<file path="src/rtl/imm_gen_pkg.sv">
// Shared types for the decode->execute immediate generator.
// Latency: n/a (types and constants only).
// Backpressure: n/a. Optional feature macro: IMM_GEN_BRANCH_JUMP_EN.
package imm_gen_pkg;

  localparam int IMM_W   = 16;
  localparam int FIELD_W = 26;

  // Extension opcodes; 5..7 are undefined and flagged illegal.
  typedef enum logic [2:0] {
    EXT_ZERO   = 3'd0,
    EXT_LUI    = 3'd1,
    EXT_SIGN   = 3'd2,
    EXT_BRANCH = 3'd3,
    EXT_JUMP   = 3'd4
  } ext_op_e;

  // Buffer occupancy: main only drives outputs, skid catches the entry
  // that arrives while main is stalled.
  typedef enum logic [1:0] {
    OCC_EMPTY = 2'd0,
    OCC_ONE   = 2'd1,
    OCC_FULL  = 2'd2
  } occ_e;

endpackage

</file>
<file path="src/rtl/imm_ext_core.sv">
// Purely combinational immediate extension (field, op, pc4 -> imm, illegal).
// Latency: 0 cycles.
// Backpressure: none; IMM_GEN_BRANCH_JUMP_EN enables branch/jump modes.
module imm_ext_core
  import imm_gen_pkg::*;
#(
  parameter int DATA_W = 32
) (
  input  logic [FIELD_W-1:0] field,
  input  logic [2:0]         op,
  input  logic [DATA_W-1:0]  pc4,
  output logic [DATA_W-1:0]  imm,
  output logic               illegal
);

  logic [IMM_W-1:0] imm16;
  assign imm16 = field[IMM_W-1:0];

`ifdef IMM_GEN_BRANCH_JUMP_EN
  // Low PC bits are replaced by the jump field, so they never reach logic.
  logic unused_pc_lo;
  assign unused_pc_lo = ^pc4[27:0];
`else
  // Without branch/jump support the PC and the upper field bits are dead.
  logic unused_pc_field;
  assign unused_pc_field = ^{pc4, field[FIELD_W-1:IMM_W]};
`endif

  // Select the extension; undefined or compiled-out opcodes give 0 + illegal.
  always_comb begin
    imm     = '0;
    illegal = 1'b0;
    case (ext_op_e'(op))
      EXT_ZERO: imm = DATA_W'(imm16);
      EXT_LUI:  imm = DATA_W'($signed({imm16, 16'h0000}));
      EXT_SIGN: imm = DATA_W'($signed(imm16));
`ifdef IMM_GEN_BRANCH_JUMP_EN
      EXT_BRANCH: imm = DATA_W'($signed({imm16, 2'b00}));
      EXT_JUMP:   imm = {pc4[DATA_W-1:28], field, 2'b00};
`endif
      default:  illegal = 1'b1;
    endcase
  end

endmodule

</file>
<file path="src/rtl/imm_gen_pipe.sv">
// Registered immediate generator with a 2-entry (main + skid) buffer.
// Latency: 1 cycle from accept to out_valid when main is empty or popping.
// Backpressure: in_ready = skid empty, registered; flush drops everything.
// Optional feature macro: IMM_GEN_BRANCH_JUMP_EN (branch offset / jump target).
module imm_gen_pipe
  import imm_gen_pkg::*;
#(
  parameter int DATA_W = 32,
  parameter int TAG_W  = 8
) (
  input  logic               clk,
  input  logic               rst_n,
  input  logic               in_valid,
  output logic               in_ready,
  input  logic [FIELD_W-1:0] in_field,
  input  logic [2:0]         in_op,
  input  logic [DATA_W-1:0]  in_pc4,
  input  logic [TAG_W-1:0]   in_tag,
  input  logic               flush,
  output logic               out_valid,
  input  logic               out_ready,
  output logic [DATA_W-1:0]  out_imm,
  output logic               out_illegal,
  output logic [TAG_W-1:0]   out_tag
);

  // Stored entry: the extension result, never the raw field.
  typedef struct packed {
    logic [DATA_W-1:0] imm;
    logic              illegal;
    logic [TAG_W-1:0]  tag;
  } imm_entry_t;

  occ_e       state_q;
  occ_e       state_nxt;
  imm_entry_t main_q;
  imm_entry_t skid_q;
  imm_entry_t new_entry;
  logic       accept;
  logic       pop;

  imm_ext_core #(
    .DATA_W (DATA_W)
  ) u_ext (
    .field   (in_field),
    .op      (in_op),
    .pc4     (in_pc4),
    .imm     (new_entry.imm),
    .illegal (new_entry.illegal)
  );
  assign new_entry.tag = in_tag;

  // A flushed cycle never accepts; a pop during flush is still seen downstream.
  assign accept = in_valid & in_ready & ~flush;
  assign pop    = out_valid & out_ready;

  // Occupancy state register.
  always_ff @(posedge clk or negedge rst_n) begin
    if (!rst_n) state_q <= OCC_EMPTY;
    else        state_q <= state_nxt;
  end

  // Occupancy follows accept/pop; flush empties the buffer outright.
  always_comb begin
    state_nxt = state_q;
    if (flush) begin
      state_nxt = OCC_EMPTY;
    end else begin
      case (state_q)
        OCC_EMPTY: if (accept) state_nxt = OCC_ONE;
        OCC_ONE: begin
          if (accept && !pop)      state_nxt = OCC_FULL;
          else if (!accept && pop) state_nxt = OCC_EMPTY;
        end
        OCC_FULL:  if (pop) state_nxt = OCC_ONE;
        default:   state_nxt = OCC_EMPTY;
      endcase
    end
  end

  // Handshake outputs decode from state only, so in_ready ignores out_ready.
  always_comb begin
    out_valid = (state_q != OCC_EMPTY);
    in_ready  = (state_q != OCC_FULL);
  end

  // Entry storage: new entries land in main unless main is stalled.
  always_ff @(posedge clk or negedge rst_n) begin
    if (!rst_n) begin
      main_q <= '0;
      skid_q <= '0;
    end else if (!flush) begin
      if (state_q == OCC_FULL) begin
        if (pop) main_q <= skid_q;
      end else if (accept) begin
        if (state_q == OCC_EMPTY || pop) main_q <= new_entry;
        else                             skid_q <= new_entry;
      end
    end
  end

  assign out_imm     = main_q.imm;
  assign out_illegal = main_q.illegal;
  assign out_tag     = main_q.tag;

endmodule
</file>
<file path="config.mk">
export PLATFORM = sky130hd
export DESIGN_NAME = imm_gen_pipe
export DESIGN_NICKNAME = d
export VERILOG_FILES = /design/src/rtl/imm_gen_pkg.sv /design/src/rtl/imm_ext_core.sv /design/src/rtl/imm_gen_pipe.sv
export SDC_FILE = /design/constraint.sdc
export NUM_CORES = 1
export LEC_CHECK = 0
export CAP_MARGIN = 20
export CELL_PAD_IN_SITES_DETAIL_PLACEMENT = 2
export CELL_PAD_IN_SITES_GLOBAL_PLACEMENT = 2
export CORE_MARGIN = 2
export CORE_UTILIZATION = 29
export DETAILED_ROUTE_END_ITERATION = 16
export PLACE_DENSITY = 0.79
export SETUP_SLACK_MARGIN = 0.1
export SLEW_MARGIN = 20
export SYNTH_ARGS = -nofsm -noshare
export SYNTH_HDL_FRONTEND = slang
export SYNTH_SLANG_ARGS = --single-unit
</file>
<file path="constraint.sdc">
create_clock -name clk -period 1.7 [get_ports clk]
set_input_delay 0.425 -clock clk [delete_from_list [all_inputs] [get_ports clk]]
set_output_delay 0.425 -clock clk [all_outputs]
set_load 0.1 [all_outputs]
</file>
==> results of run 1 <==
## logic make-up after synthesis
kind of cell / Yosys count / synth area share (%)
buffers and inverters: 24 / 3.35
DFF: 84 / 55.7
AOI/OAI and AO/OA: 86 / 15.9
xor gates and xnor gates: 1 / 0.232
muxes: 50 / 14.9
and+or+nand+nor: 94 / 9.94
## registers in the layout (all words and copies together) (netlist names)
signal	flops
out_tag	8
state_q	2
out_illegal	1
skid_q	41
out_imm	32
## how the worst min path moves through the flow
| stage | to | slack (ns) | depth (start not counted) |
|---|---|---|---|
| floorplan | out_illegal | 0.13 | 0 |
| global route | skid_q[33] | 0.53 | 1 |
| finish | skid_q[22] | 0.49 | 2 |
| CTS | skid_q[22] | 0.49 | 2 |
| detailed placement | out_imm[7] | 0.36 | 1 |
| global placement | skid_q[15] | 0.36 | 1 |
## power by group through the flow
stage                     Clock, mW  Sequential, mW  Combinational (mW)
after detailed placement          0            2.54                2.20
final                          2.17            2.52                2.32
after global routing           2.27            2.56                2.42
after floorplan                   0            3.33               0.429
after CTS                      2.20            2.52                2.30
after global placement            0            2.51                2.14
## through the flow
stage,util (%),std cells,instance area (um^2),power (mW),hold slack (ns)
2_1_floorplan,-,339,3780,3.76,0.129
3_3_place_gp,41.8,581,5290,4.65,0.362
3_5_place_dp,41.8,581,5290,4.74,0.363
4_1_cts,46.5,610,5890,7.02,0.494
5_1_grt,47.4,614,6000,7.24,0.532
6_report,47.4,614,6000,7.01,0.493
## cells in the final DEF (no fill, tap or decap), types with 2 or more instances in the layout
| cell type | Yosys | layout |
|---|---|---|
| buf_6 | 1 | 5 |
| bufinv_16 | 0 | 2 |
| nor2_1 | 7 | 4 |
| clkdlybuf4s50_1 | 0 | 27 |
| clkbuf_16 | 0 | 11 |
| dfrtp_1 | 84 | 82 |
| nor2b_4 | 0 | 2 |
| o31ai_1 | 2 | 2 |
| nor2_2 | 0 | 2 |
| buf_12 | 0 | 53 |
| o21ai_0 | 37 | 36 |
| a21o_1 | 9 | 9 |
| a21oi_1 | 3 | 2 |
| dlygate4sd2_1 | 0 | 3 |
| nand2_1 | 79 | 79 |
| a22o_1 | 20 | 20 |
| a21o_2 | 5 | 5 |
| a22o_2 | 8 | 8 |
| dfrtp_2 | 0 | 2 |
| and2_1 | 2 | 2 |
| mux2_2 | 49 | 31 |
| clkbuf_1 | 9 | 2 |
| buf_4 | 1 | 17 |
| mux2_4 | 0 | 18 |
## layer usage
layer / GRT usage, % / share of wire (%) / vias to the layer above
met5: 0 / 0 / -
met4: 5.65 / 1.8 / 0
met3: 5.23 / 4.7 / 16
met2: 35.6 / 54 / 82
met1: 22.7 / 39 / 1604
li1: - / - / 1380
## final cells by class
class	instances	area [um^2]	share of cell area, %
multi-input combinational	231	1690	28.1
tap	172	215	3.59
clock buffer	12	246	4.11
sequential	84	2100	35.1
timing repair buffer	110	1660	27.7
inverter	1	16.3	0.271
clock inverter	4	72.6	1.21
## critical path: stages, from the launching register on
cell      delay, ns
dfrtp_2        0.41
buf_6          0.12
mux2i_4        0.24
nor2_2         0.08
o21bai_4       0.19
buf_12         0.14
buf_12         0.15
mux2_2         0.36
## timing repair
action | CTS | global route
resized for setup | 35 | 9
endpoints found under the hold margin | 22 | 0
setup buffers | 10 | 2
setup endpoints to repair | 58 | 81
pin swaps | 2 | 0
hold buffers | 1 | 0
gates cloned | 2 | 2
==> flow_summary.yaml, run 1 <==
status:
  status: "complete, but fails checks"
  violations: "setup timing"
power:
  p_int_mw: 4.55
  vdd_drop_max_uv: 590
  pwr-share-seq_pct: 35.9
  clockPowerShare_pct: 30.9
  p_comb_share_pct: 33.1
  p_leak_nw: 2.80
  switching_share_pct: 35.1
  power.density_nw_per_um2: 1170
  p_switching_mw: 2.46
clock_network:
  clock_latency_ns: 0.35
  htree_levels: 3
  clkTransAtPathRegs_ns: 0.06
  numCtsBuffers: 9
  clockRootBuffer: "clkbuf_16"
  cts_tree: "built"
  clockBufferDepth: 2
  clock_sinks: 84
placement:
  place_congestion: 0.763
  place_hpwl_mm: 8.31
  post-place-ws_ns: -0.797
  io_buffers: 74
yosys:
  synthFlopType: "dfrtp_1"
  synth_top_area_share_pct: 55.7
  ys_ff_latch: 84
  yosysMostFrequentCell: "dfrtp_1"
  syn_inst: 339
  yosysSeqAreaShare_pct: 55.7
  ys_warn_count: 0
  syn-num-nets: 413
  synth_area_leader_cell: "dfrtp_1"
  netlist-cell-type-count: 27
  synthTopCellsByCount: "dfrtp_1, nand2_1, mux2_2"
  synth_area_um2: 3780
  async_flop_share_pct: 100
  yosys-top-cells-area: "dfrtp_1, mux2_2, nand2_1"
  syn_area_per_cell_um2: 11.1
  synth_edf_count: 0
floorplanning:
  die_y_um: 118
  io_pins: 117
  die_x_um: 118
  rows: 41
  core_um2: 12700
  dieArea_um2: 14000
  initial_core_util_pct: 29.8
worst_setup_path:
  startpoint_type: "flop"
  endpoint: "out_imm[1]"
  critPathArrivalTime_ns: 2.04
  r2r-end: "out_imm[1]"
  critPathMaxFanout: 16
  worst_ep_required_time_ns: 1.93
  startpoint: "state_q[1]"
  path_class: "reg -> reg"
  endpoint_kind: "flop"
  timing.rr.start: "state_q[1]"
  r2r_slack_ns: -0.11
  rr_worst_depth: 7
grt:
  grt_first_pass_wirelength_mm: 20.9
  grt_max_degree: 38
  grt_usage_pct: 19.7
  overflow: 0
  grt_pass1_vias: 3590
  antenna_found_initial: 0
timing:
  layout_setup_ws_ns: -0.109
  tns_ns: -3.09
  rsz0062_at_grt: "true"
  setup_viol: 43
  min_period_ns: 1.81
  hold_viol_final: 0
  slew_viol_final: 0
  slew_headroom_pct: 72.4
  finClkSkew_ns: 0.00397
  timing.fmax_mhz: 553
  tightest_slew_ns: 0.414
  finalCritPeriodShare_pct: 106
final_layout:
  n_fill_cell: 1250
  area_growth_syn_to_layout_pct: 58.9
  antenna_cells: 0
  layout.nets: 511
  final_layout_size_suffix_gt1_share_pct: 38.2
drt:
  drc_errors: 0
  dr.pass1.iters: 4
  via_per_inst: 5.02
  num_vias: 3082
  ant_nets: 0
  routedWlPerCell_um: 22.1
  routed_wl_mm: 13.6
  drtIter0Drc: 147
hold_path:
  hold_start: "skid_q[22]"
  hp-class: "reg -> reg"
run:
  cap_violations: 0
Power figures use the tool's default switching activity.
==> run 2, diff against run 1 <==
--- a/config.mk
+++ b/config.mk
@@ -5,7 +5,7 @@
 export SDC_FILE = /design/constraint.sdc
 export NUM_CORES = 1
 export LEC_CHECK = 0
-export CAP_MARGIN = 20
+export CAP_MARGIN = 10
 export CELL_PAD_IN_SITES_DETAIL_PLACEMENT = 2
 export CELL_PAD_IN_SITES_GLOBAL_PLACEMENT = 2
 export CORE_MARGIN = 2
==> results of run 2 <==
Final layout, timing and power as in run 1 (identical DEF).
==> run 3, diff against run 2 <==
--- a/config.mk
+++ b/config.mk
@@ -13,6 +13,7 @@
 export DETAILED_ROUTE_END_ITERATION = 16
 export PLACE_DENSITY = 0.79
 export SETUP_SLACK_MARGIN = 0.1
+export SKIP_CTS_REPAIR_TIMING = 1
 export SLEW_MARGIN = 20
 export SYNTH_ARGS = -nofsm -noshare
 export SYNTH_HDL_FRONTEND = slang
==> flow_summary.yaml, run 3 (synthesized netlist as in run 1, its figures left out) <==
status:
  status: "complete, but fails checks"
  violations: "hold timing, setup timing"
worst_setup_path:
  crit_cells: 7
  worst_ep_required_time_ns: 1.99
  critPathMaxFanout: 16
  slowest_stage: "clkdlybuf4s50_1"
  startpoint_type: "input port"
  rr_worst_depth: 6
  cp_cell_sequence: "clkdlybuf4s50_1 > buf_4 > nor2_1 > buf_12 > nand2_1 > o21ai_0 > mux2_4"
  startpoint: "in_op[2]"
  path_buf_inv: 3
  timing.rr.start: "state_q[1]"
  endpoint_kind: "flop"
  cp_top_family: "buffers and inverters"
  cpPeakStageDelay_ns: 0.46
  path_class: "in -> reg"
  critPathArrivalTime_ns: 2.09
floorplanning:
  rows: 41
  initial_core_util_pct: 29.8
  io_pins: 117
  dieArea_um2: 14000
  die_x_um: 118
  core_um2: 12700
  die_y_um: 118
final_layout:
  final_common_cell: "dfrtp_1"
  final_util_pct: 48.5
  area_growth_syn_to_layout_pct: 62.7
  most-common-layout-cells: "dfrtp_1, nand2_1, buf_12"
  antenna_cells: 0
  top_register: "skid_q"
  largest_reg_flops: 41
  final_layout_size_suffix_gt1_share_pct: 39.3
  layout.nets: 519
clock_network:
  htree_levels: 3
  numCtsBuffers: 9
  clkTransAtPathRegs_ns: 0.07
  clockRootBuffer: "clkbuf_16"
  clock_latency_ns: 0.35
  clockBufferDepth: 2
  cts_tree: "built"
  clock_sinks: 84
timing:
  slew_viol_final: 0
  rsz0062_at_grt: "true"
  slew_headroom_pct: 71.6
  finalCritPeriodShare_pct: 106
  hold_viol_final: 22
  tightest_slew_ns: 0.426
  timing.fmax_mhz: 557
  finClkSkew_ns: 0.00744
  layout_setup_ws_ns: -0.0957
  whs_ns: -0.0159
  tns_ns: -1.88
  setup_viol: 43
  min_period_ns: 1.80
drt:
  via_per_inst: 5.01
  drtIter0Drc: 142
  routedWlPerCell_um: 22.6
  drc_errors: 0
  dr.pass1.iters: 4
  ant_nets: 0
  num_vias: 3115
  routed_wl_mm: 14.0
grt:
  grt_first_pass_wirelength_mm: 19.3
  grt_pass1_vias: 3399
  antenna_found_initial: 0
  grt_max_degree: 38
  overflow: 0
  grt_usage_pct: 18.1
power:
  vdd_drop_max_uv: 582
  p_leak_nw: 2.95
  power.density_nw_per_um2: 1150
placement:
  place_congestion: 0.763
  io_buffers: 74
  place_hpwl_mm: 8.31
run:
  cap_violations: 0
hold_path:
  hp-class: "in -> async"
## run 3: cell count changes in the layout (fill, tap and decap cells not counted), moves of 3 or more
cell,before,now
mux2_4,18,41
buf_4,17,25
dlygate4sd2_1,3,0
dlymetal6s2s_1,0,4
mux2_2,31,8
clkbuf_16,11,14
## run 3: metal layers
metal | GRT usage, % | up-vias | wire, um
li1 | - | 1397 | -
met1 | 20.8 | 1620 | 5810
met2 | 32.6 | 79 | 7340
met3 | 5.23 | 19 | 581
met4 | 5.05 | 0 | 316
met5 | 0 | - | 0
## run 3: worst paths after layout
check | end | slack (ns)
worst min-delay path | skid_q[16] | -0.02
worst min register to register | skid_q[9] | 0.49
min in group clk | skid_q[9] | 0.49
worst max register to register | out_imm[12] | -0.09
worst max-delay path | out_imm[12] | -0.1
max in group asynchronous | out_tag[3] | 1.21
## run 3: cell type report
| type | count | area [um^2] |
|---|---|---|
| multi-input cells | 233 | 1780 |
| well taps | 172 | 215 |
| flip-flops and latches | 84 | 2100 |
| clock inverters | 4 | 72.6 |
| clock buffers | 12 | 246 |
| fillers | 1246 | 6530 |
| inverters | 1 | 16.3 |
| repair buffers | 116 | 1710 |
## run 3: power breakdown
group	switching (mW)	internal [mW]
Sequential	0.255	2.28
Combinational	1.40	0.995
Clock	0.836	1.33
## run 3: worst register-to-register path, cell delays in order (launching register included)
cell and delay [ns]:
dfrtp_2 0.41, nor2b_4 0.22, buf_12 0.15, buf_4 0.21
buf_12 0.18, o21ai_0 0.19, mux2_4 0.31
## run 3: per-stage QoR
step	setup slack (ns)	std cells	hold WS [ns]	total power, mW	area [um^2]
CTS	-0.502	597	-0.00982	6.92	5610
detailed placement	-0.797	581	0.363	4.74	5290
global route	-0.143	622	-0.00168	7.33	6140
global placement	-0.669	581	0.362	4.65	5290
finish	-0.0957	622	-0.0159	7.09	6140
floorplan	0.159	339	0.129	3.76	3780
